### src/rtl/connect_n_if.sv
// Button, board-read and status bundle for connect_n_game.
// The master side is the player/UI and the slave side is the game engine.
interface connect_n_if #(
  parameter int ROW_BITS = 3,
  parameter int COL_BITS = 3
);
  logic                move_right;
  logic                move_left;
  logic                drop_piece;
  logic                new_game;
  logic                undo;
  logic [ROW_BITS-1:0] row_read;
  logic [COL_BITS-1:0] col_read;
  logic [1:0]          data_out;
  logic [COL_BITS-1:0] current_col;
  logic [1:0]          current_player;
  logic                busy;
  logic                game_over;
  logic                draw;
  logic [1:0]          winner;

  modport master (
    output move_right, move_left, drop_piece, new_game, undo, row_read, col_read,
    input  data_out, current_col, current_player, busy, game_over, draw, winner
  );

  modport slave (
    input  move_right, move_left, drop_piece, new_game, undo, row_read, col_read,
    output data_out, current_col, current_player, busy, game_over, draw, winner
  );
endinterface

### src/rtl/connect_n_game.sv
// Connect-N game engine: gravity drop, cell-per-cycle win scan, draw detection.
// Define CONNECT_N_UNDO_EN to enable single-level undo of the last drop.
module connect_n_game #(
  parameter int ROWS        = 6,
  parameter int COLS        = 7,
  parameter int ROW_BITS    = 3,
  parameter int COL_BITS    = 3,
  parameter int WIN_LEN     = 4,
  parameter int NUM_PLAYERS = 2
) (
  input  logic       clk,
  input  logic       rst_n,
  connect_n_if.slave bus
);
  localparam int CELLS    = ROWS * COLS;
  localparam int CNT_BITS = $clog2(CELLS + 1);

  typedef enum logic [2:0] {IDLE, DROP, CHECK, WIN, DRAW} state_t;

  // Synchronisers idle high so a button held through reset never produces an edge.
  logic [4:0] btn_raw, sync0_q, sync1_q, sync2_q, evt_q;
  assign btn_raw = {bus.undo, bus.new_game, bus.drop_piece, bus.move_left, bus.move_right};

  always_ff @(posedge clk or negedge rst_n) begin
    if (!rst_n) begin
      sync0_q <= '1;
      sync1_q <= '1;
      sync2_q <= '1;
      evt_q   <= '0;
    end else begin
      sync0_q <= btn_raw;
      sync1_q <= sync0_q;
      sync2_q <= sync1_q;
      evt_q   <= sync1_q & ~sync2_q;
    end
  end

  logic ev_right, ev_left, ev_drop, ev_new;
  assign ev_right = evt_q[0];
  assign ev_left  = evt_q[1];
  assign ev_drop  = evt_q[2];
  assign ev_new   = evt_q[3];

  state_t              state_q, state_d;
  logic [1:0]          board_q [ROWS][COLS];
  logic [1:0]          board_d [ROWS][COLS];
  logic [COL_BITS-1:0] col_q, col_d;
  logic [1:0]          player_q, player_d;
  logic [1:0]          winner_q, winner_d;
  logic [1:0]          mover_q, mover_d;
  logic [CNT_BITS-1:0] cnt_q, cnt_d;
  logic [ROW_BITS-1:0] last_row_q, last_row_d;
  logic [COL_BITS-1:0] last_col_q, last_col_d;
  logic [1:0]          dir_q, dir_d;
  logic                side_q, side_d;
  logic [2:0]          step_q, step_d;
  logic [3:0]          run_q, run_d;
`ifdef CONNECT_N_UNDO_EN
  logic                hist_valid_q, hist_valid_d;
  logic                ev_undo;
  assign ev_undo = evt_q[4];
`else
  logic                unused_undo;
  assign unused_undo = evt_q[4];
`endif

  logic [1:0] next_player;
  assign next_player = (player_q == 2'(NUM_PLAYERS)) ? 2'd1 : player_q + 2'd1;

  logic [ROW_BITS-1:0] drop_row;
  logic                col_space;

  always_comb begin
    drop_row  = '0;
    col_space = 1'b0;
    for (int unsigned r = 0; r < ROWS; r++) begin
      if (!col_space && board_q[r][col_q] == 2'b00) begin
        drop_row  = ROW_BITS'(r);
        col_space = 1'b1;
      end
    end
  end

  // Scan cell = last placed cell offset by step along dir; side 1 walks the negative way.
  int         chk_r, chk_c, d_r, d_c, sgn;
  logic       on_board, match;
  logic [1:0] scan_cell;

  always_comb begin
    sgn = side_q ? -1 : 1;
    d_r = 1;
    d_c = 0;
    case (dir_q)
      2'd0:    begin d_r = 0; d_c = 1;  end
      2'd1:    begin d_r = 1; d_c = 0;  end
      2'd2:    begin d_r = 1; d_c = 1;  end
      default: begin d_r = 1; d_c = -1; end
    endcase
    chk_r     = int'(last_row_q) + sgn * d_r * int'(step_q);
    chk_c     = int'(last_col_q) + sgn * d_c * int'(step_q);
    on_board  = (chk_r >= 0) && (chk_r < ROWS) && (chk_c >= 0) && (chk_c < COLS);
    scan_cell = '0;
    if (on_board) scan_cell = board_q[chk_r[ROW_BITS-1:0]][chk_c[COL_BITS-1:0]];
    match     = on_board && (scan_cell == mover_q);
  end

  logic side_end;

  always_comb begin
    state_d    = state_q;
    board_d    = board_q;
    col_d      = col_q;
    player_d   = player_q;
    winner_d   = winner_q;
    mover_d    = mover_q;
    cnt_d      = cnt_q;
    last_row_d = last_row_q;
    last_col_d = last_col_q;
    dir_d      = dir_q;
    side_d     = side_q;
    step_d     = step_q;
    run_d      = run_q;
    side_end   = 1'b0;
`ifdef CONNECT_N_UNDO_EN
    hist_valid_d = hist_valid_q;
`endif
    case (state_q)
      IDLE: begin
        if (ev_right && !ev_left)
          col_d = (int'(col_q) == COLS - 1) ? '0 : col_q + 1'b1;
        else if (ev_left && !ev_right)
          col_d = (col_q == '0) ? COL_BITS'(COLS - 1) : col_q - 1'b1;
        if (ev_drop) begin
          state_d = DROP;
        end
`ifdef CONNECT_N_UNDO_EN
        else if (ev_undo && hist_valid_q) begin
          board_d[last_row_q][last_col_q] = '0;
          cnt_d        = cnt_q - 1'b1;
          player_d     = mover_q;
          hist_valid_d = 1'b0;
        end
`endif
      end
      DROP: begin
        if (col_space) begin
          board_d[drop_row][col_q] = player_q;
          cnt_d      = cnt_q + 1'b1;
          last_row_d = drop_row;
          last_col_d = col_q;
          mover_d    = player_q;
          dir_d      = 2'd0;
          side_d     = 1'b0;
          step_d     = 3'd1;
          run_d      = 4'd1;
          state_d    = CHECK;
`ifdef CONNECT_N_UNDO_EN
          hist_valid_d = 1'b1;
`endif
        end else begin
          state_d = IDLE;
        end
      end
      CHECK: begin
        if (match && (int'(run_q) + 1 == WIN_LEN)) begin
          winner_d = mover_q;
          state_d  = WIN;
        end else begin
          if (match) begin
            run_d    = run_q + 1'b1;
            step_d   = step_q + 1'b1;
            side_end = (int'(step_q) == WIN_LEN - 1);
          end else begin
            side_end = 1'b1;
          end
          // Run count carries across the two sides of one direction.
          if (side_end) begin
            step_d = 3'd1;
            if (!side_q) begin
              side_d = 1'b1;
            end else if (dir_q != 2'd3) begin
              dir_d  = dir_q + 1'b1;
              side_d = 1'b0;
              run_d  = 4'd1;
            end else if (int'(cnt_q) == CELLS) begin
              state_d = DRAW;
            end else begin
              player_d = next_player;
              state_d  = IDLE;
            end
          end
        end
      end
      default: ;
    endcase

    if (ev_new) begin
      board_d  = '{default: '0};
      cnt_d    = '0;
      winner_d = '0;
      player_d = 2'd1;
      col_d    = '0;
      state_d  = IDLE;
`ifdef CONNECT_N_UNDO_EN
      hist_valid_d = 1'b0;
`endif
    end
  end

  always_ff @(posedge clk or negedge rst_n) begin
    if (!rst_n) begin
      state_q    <= IDLE;
      board_q    <= '{default: '0};
      col_q      <= '0;
      player_q   <= 2'd1;
      winner_q   <= '0;
      mover_q    <= 2'd1;
      cnt_q      <= '0;
      last_row_q <= '0;
      last_col_q <= '0;
      dir_q      <= '0;
      side_q     <= 1'b0;
      step_q     <= 3'd1;
      run_q      <= 4'd1;
`ifdef CONNECT_N_UNDO_EN
      hist_valid_q <= 1'b0;
`endif
    end else begin
      state_q    <= state_d;
      board_q    <= board_d;
      col_q      <= col_d;
      player_q   <= player_d;
      winner_q   <= winner_d;
      mover_q    <= mover_d;
      cnt_q      <= cnt_d;
      last_row_q <= last_row_d;
      last_col_q <= last_col_d;
      dir_q      <= dir_d;
      side_q     <= side_d;
      step_q     <= step_d;
      run_q      <= run_d;
`ifdef CONNECT_N_UNDO_EN
      hist_valid_q <= hist_valid_d;
`endif
    end
  end

  always_comb begin
    bus.data_out = '0;
    if ((int'(bus.row_read) < ROWS) && (int'(bus.col_read) < COLS))
      bus.data_out = board_q[bus.row_read][bus.col_read];
  end

  assign bus.current_col    = col_q;
  assign bus.current_player = player_q;
  assign bus.busy           = (state_q != IDLE);
  assign bus.game_over      = (state_q == WIN) || (state_q == DRAW);
  assign bus.draw           = (state_q == DRAW);
  assign bus.winner         = winner_q;
endmodule
### src/flat_wrapper.sv
// flat-port wrapper written by rule: the top's interface ports become plain ports
module connect_n_game_flat 
#(
  parameter int ROWS        = 6,
  parameter int COLS        = 7,
  parameter int ROW_BITS    = 3,
  parameter int COL_BITS    = 3,
  parameter int WIN_LEN     = 4,
  parameter int NUM_PLAYERS = 2
)
  (clk, rst_n, bus_move_right, bus_move_left, bus_drop_piece, bus_new_game, bus_undo, bus_row_read, bus_col_read, bus_data_out, bus_current_col, bus_current_player, bus_busy, bus_game_over, bus_draw, bus_winner);
  connect_n_if #(.ROW_BITS(ROW_BITS), .COL_BITS(COL_BITS)) bus_i ();
  input  logic clk;
  input  logic rst_n;
  input wire logic [$bits(bus_i.move_right)-1:0] bus_move_right;
  input wire logic [$bits(bus_i.move_left)-1:0] bus_move_left;
  input wire logic [$bits(bus_i.drop_piece)-1:0] bus_drop_piece;
  input wire logic [$bits(bus_i.new_game)-1:0] bus_new_game;
  input wire logic [$bits(bus_i.undo)-1:0] bus_undo;
  input wire logic [$bits(bus_i.row_read)-1:0] bus_row_read;
  input wire logic [$bits(bus_i.col_read)-1:0] bus_col_read;
  output wire logic [$bits(bus_i.data_out)-1:0] bus_data_out;
  output wire logic [$bits(bus_i.current_col)-1:0] bus_current_col;
  output wire logic [$bits(bus_i.current_player)-1:0] bus_current_player;
  output wire logic [$bits(bus_i.busy)-1:0] bus_busy;
  output wire logic [$bits(bus_i.game_over)-1:0] bus_game_over;
  output wire logic [$bits(bus_i.draw)-1:0] bus_draw;
  output wire logic [$bits(bus_i.winner)-1:0] bus_winner;
  assign bus_i.move_right = bus_move_right;
  assign bus_i.move_left = bus_move_left;
  assign bus_i.drop_piece = bus_drop_piece;
  assign bus_i.new_game = bus_new_game;
  assign bus_i.undo = bus_undo;
  assign bus_i.row_read = bus_row_read;
  assign bus_i.col_read = bus_col_read;
  assign bus_data_out = bus_i.data_out;
  assign bus_current_col = bus_i.current_col;
  assign bus_current_player = bus_i.current_player;
  assign bus_busy = bus_i.busy;
  assign bus_game_over = bus_i.game_over;
  assign bus_draw = bus_i.draw;
  assign bus_winner = bus_i.winner;
  connect_n_game #(.ROWS(ROWS), .COLS(COLS), .ROW_BITS(ROW_BITS), .COL_BITS(COL_BITS), .WIN_LEN(WIN_LEN), .NUM_PLAYERS(NUM_PLAYERS)) u_core (.clk(clk), .rst_n(rst_n), .bus(bus_i));
endmodule
### config.mk
export PLATFORM = sky130hd
export DESIGN_NAME = connect_n_game_flat
export DESIGN_NICKNAME = d
export VERILOG_FILES = /design/src/rtl/connect_n_if.sv /design/src/rtl/connect_n_game.sv /design/src/flat_wrapper.sv
export SDC_FILE = /design/constraint.sdc
export NUM_CORES = 1
export LEC_CHECK = 0
export ABC_AREA = 1
export ABC_CLOCK_PERIOD_IN_PS = 16300
export BUFFER_PORTS_ARGS = -buffer_cell sky130_fd_sc_hd__clkbuf_2
export CAP_MARGIN = 20
export CORE_AREA = 2 2 171 156
export DETAILED_ROUTE_END_ITERATION = 8
export DIE_AREA = 0 0 173 158
export PLACE_DENSITY = 0.62
export RECOVER_POWER = 25
export SLEW_MARGIN = 10
export SYNTH_ARGS = -nofsm -noshare
export SYNTH_HDL_FRONTEND = slang
export SYNTH_SLANG_ARGS = --single-unit
### constraint.sdc
create_clock -name clk -period 16.3 [get_ports clk]
set_input_delay 0.815 -clock clk [delete_from_list [all_inputs] [get_ports clk]]
set_output_delay 0.815 -clock clk [all_outputs]
set_load 0.005 [all_outputs]
==> out/metrics.cfg <==
[layout]
final_area_um2=12300
post_route_cells_drive_above_1_share=0.0738
layout.cells.most_common=sky130_fd_sc_hd__nand2_1
layout.core_utilization=0.480
numnets_final=1741
final_cell_count_no_fill=1988
synthToLayoutAreaGrowth_pct=8.88
diodes=0
mostFrequentLayoutCells=395 x sky130_fd_sc_hd__nand2_1, 187 x sky130_fd_sc_hd__inv_1, 168 x sky130_fd_sc_hd__nor2_1
num-fill-cells=2646

[critical_path]
crit_path_max_fanout=8
path_class=reg2reg
required_time_at_the_endpoint_of_the_critical_path_ns=16.66
end_kind=flip-flop
crit_slowest_cell=sky130_fd_sc_hd__fa_1
worstPathArrival_ns=6.49
worst_path_largest_cell_delay_ns=0.46
crit_top_cell=sky130_fd_sc_hd__nor2_1
timing.critical_path.from_type=flip-flop

[synth]
yosys-top-cells-area=sky130_fd_sc_hd__dfrtp_1 26%, sky130_fd_sc_hd__nand2_1 13%, sky130_fd_sc_hd__ha_1 9.7%
post_synthesis_xor_xnor_area_fraction=0.00852
synth_compound_gate_area_share=0.187
synth.yosys.seq_area_share=0.298
synth_nets=1744
synth-edff-count=0
synthesis.area_um2=11300
yosys_register_bits=134
ys.warnings.count=0
synth_top_cell_area_share=0.261
netlist_instances=1630
synthMuxAreaShare=0.000885
synth-simple-area-share=0.296
postSynth.asyncResetShare=1.00
syn_area_per_cell_um2=6.94
synth_top_flop_cell=sky130_fd_sc_hd__dfrtp_1
combinational_family_with_the_most_area_after_synthesis=simple AND/OR/NAND/NOR gates
synth_fa_ha_area_frac=0.120
yosysUniqueCellTypes=55
netlist.top_cell.by_area=sky130_fd_sc_hd__dfrtp_1

[placement]
portBuffers=23
hpwlAfterDp_um=25000
placed_cells_incl_taps=1956
placedInstanceArea_um2=11700
placement.setup.worst_slack_ns=10.17
gpl.final_weighted_congestion=0.952

[floorplanning]
floorplan_die_area_um2=27300
floorplan.io_pins=25
start_util=0.441
die_h_um=158
fp.dieW_um=173
number_of_placement_rows=56
fp.coreArea_um2=25600

[global_routing]
grt_start_max_net_pins=73
grt.total_usage=0.252
grt_pass1_wl_um=54800
first_global_vias=10400
overflow=0
antenna_found_initial=0

[timing]
post-route-worst-setup-slack_ns=10.18
timing.final.max_slew_violations=64
hold_violations=0
slew-limit-headroom=-1.36
rsz0062_at_grt=false
layout_min_cycle_time_ns=6.12
setup_total_negative_slack_ns=0
finClkSkew_ns=0.0114
timing.fmax_ghz=0.163
period_share=0.376
tightestPinTransition_ns=3.55
final-setup-viol-count=0

[cts]
clock_latency_ns=0.44
number_of_buffers_added_by_the_clock_tree_synthesis_step=17
post_cts_hold_buffer_count=0
clock_sink_count=134
post_cts_resize_count=0
post-cts-setup-buffer-count=0
cts.clk_slew.worst_paths_ns=0.07
clock_tree_from_tritoncts=built
cts.htree.levels=4
ctsRootBufferMaster=sky130_fd_sc_hd__clkbuf_16
cts_max_path_buffers=2

[pwr]
peak_supply_drop_uv=80.2
total_leakage_power_nw=6.23
power_density_nw_per_um2=148

[routing]
vias=11300
final_antenna_net_count=0
via_to_cell_ratio=5.68
wire_per_inst_um=17.1
drtPass1Iterations=5
drc=0
detail_route.iter0.violations=1204
routed_wire_length_um=34000

[status]
violations_in_the_final_reports=max-capacitance violations, max-slew violations
outcome=finished with violations

[job]
maxCapViolations=1

[worst_hold_path]
worst_hold_path_type=reg2reg

[layer usage]
metal | GRT usage | vias up | part of all wire
li1 | - | 5472 | -
met1 | 0.362 | 5291 | 0.47
met2 | 0.384 | 465 | 0.42
met3 | 0.0389 | 68 | 0.081
met4 | 0.0920 | 0 | 0.026
met5 | 0 | - | 0
[synth_stat cells, types with 6 or more instances]
cell type,n
sky130_fd_sc_hd__nor2_1,168
sky130_fd_sc_hd__nor3_1,17
sky130_fd_sc_hd__o221ai_1,6
sky130_fd_sc_hd__clkbuf_1,26
sky130_fd_sc_hd__ha_1,88
sky130_fd_sc_hd__buf_2,20
sky130_fd_sc_hd__nand3_1,141
sky130_fd_sc_hd__o211ai_1,17
sky130_fd_sc_hd__nor2_2,6
sky130_fd_sc_hd__dfstp_2,16
sky130_fd_sc_hd__nand3b_1,6
sky130_fd_sc_hd__inv_2,11
sky130_fd_sc_hd__o21ai_0,128
sky130_fd_sc_hd__a22o_1,14
sky130_fd_sc_hd__o22ai_1,18
sky130_fd_sc_hd__a211oi_1,7
sky130_fd_sc_hd__nand4_1,17
sky130_fd_sc_hd__fa_1,13
sky130_fd_sc_hd__nand2_1,395
sky130_fd_sc_hd__inv_1,187
sky130_fd_sc_hd__xor2_1,6
sky130_fd_sc_hd__a32o_1,27
sky130_fd_sc_hd__dfrtp_1,118
sky130_fd_sc_hd__o21ai_1,16
sky130_fd_sc_hd__nand2_2,8
sky130_fd_sc_hd__a21oi_1,91
[state kept, by name, indices dropped and copies added, names as in the netlist]
signal / flops
u_core.board_q: 84
u_core.cnt_q: 6
u_core.evt_q: 4
u_core.run_q: 4
u_core.sync0_q: 4
u_core.sync1_q: 4
u_core.sync2_q: 4
u_core.bus.current_col: 3
u_core.last_col_q: 3
u_core.last_row_q: 3
u_core.state_q: 3
u_core.step_q: 3
u_core.bus.current_player: 2
u_core.bus.winner: 2
u_core.dir_q: 2
u_core.mover_q: 2
u_core.side_q: 1
[kinds of logic (layout without fill, tap and decap cells)]
logic type,after synthesis,count (layout)
compound gates,348,348
fa+ha+maj,101,101
simple gates,779,779
buf+inv,256,266
flops,134,134
mux,1,1
xor+xnor,11,11
[critical path: cells and delay by family (launching register included)]
family	cells	cell delay, ns
flops	1	0.39
buf+inv	3	0.19
simple gates	22	2.96
fa+ha+maj	7	2.15
compound gates	2	0.35
[area by class of cell]
type | instances | area (µm²) | share of cell area
Multi-Input combinational cell | 1240 | 6940 | 0.564
Timing Repair Buffer | 30 | 166 | 0.0135
Clock buffer | 19 | 433 | 0.0352
Clock inverter | 13 | 196 | 0.0160
Inverter | 204 | 767 | 0.0623
Tap cell | 348 | 435 | 0.0354
Sequential cell | 134 | 3370 | 0.274
[power by group]
| group | total (W) | switching (W) | internal, W |
|---|---|---|---|
| clock | 0.000419 | 0.000160 | 0.000259 |
| combinational | 0.000982 | 0.000693 | 0.000290 |
| sequential | 0.000415 | 0.0000440 | 0.000371 |
[through the flow]
| step | power (W) | hold WS [ns] |
|---|---|---|
| after floorplan | 0.00111 | 0.345 |
| after global placement | 0.00137 | 0.347 |
| after detailed placement | 0.00138 | 0.347 |
| after CTS | 0.00181 | 0.354 |
| after global routing | 0.00196 | 0.354 |
| final | 0.00182 | 0.348 |
[final timing paths]
path,from,end,slack (ns),depth (start not counted)
max,u_core.dir_q[0]$_DFFE_PN0P_,u_core.run_q[3]$_DFFE_PN0P_,10.18,34
min,u_core.sync0_q[2]$_DFF_PN1_,u_core.sync1_q[2]$_DFF_PN1_,0.35,0
max reg2reg,u_core.dir_q[0]$_DFFE_PN0P_,u_core.run_q[3]$_DFFE_PN0P_,10.18,34
min reg2reg,u_core.sync0_q[2]$_DFF_PN1_,u_core.sync1_q[2]$_DFF_PN1_,0.35,0
max in group asynchronous,rst_n,u_core.run_q[2]$_DFFE_PN0P_,12.38,2
min in group asynchronous,rst_n,u_core.board_q[75]$_DFFE_PN0P_,1.58,1
Note: power is estimated with default switching activity, not from simulation.
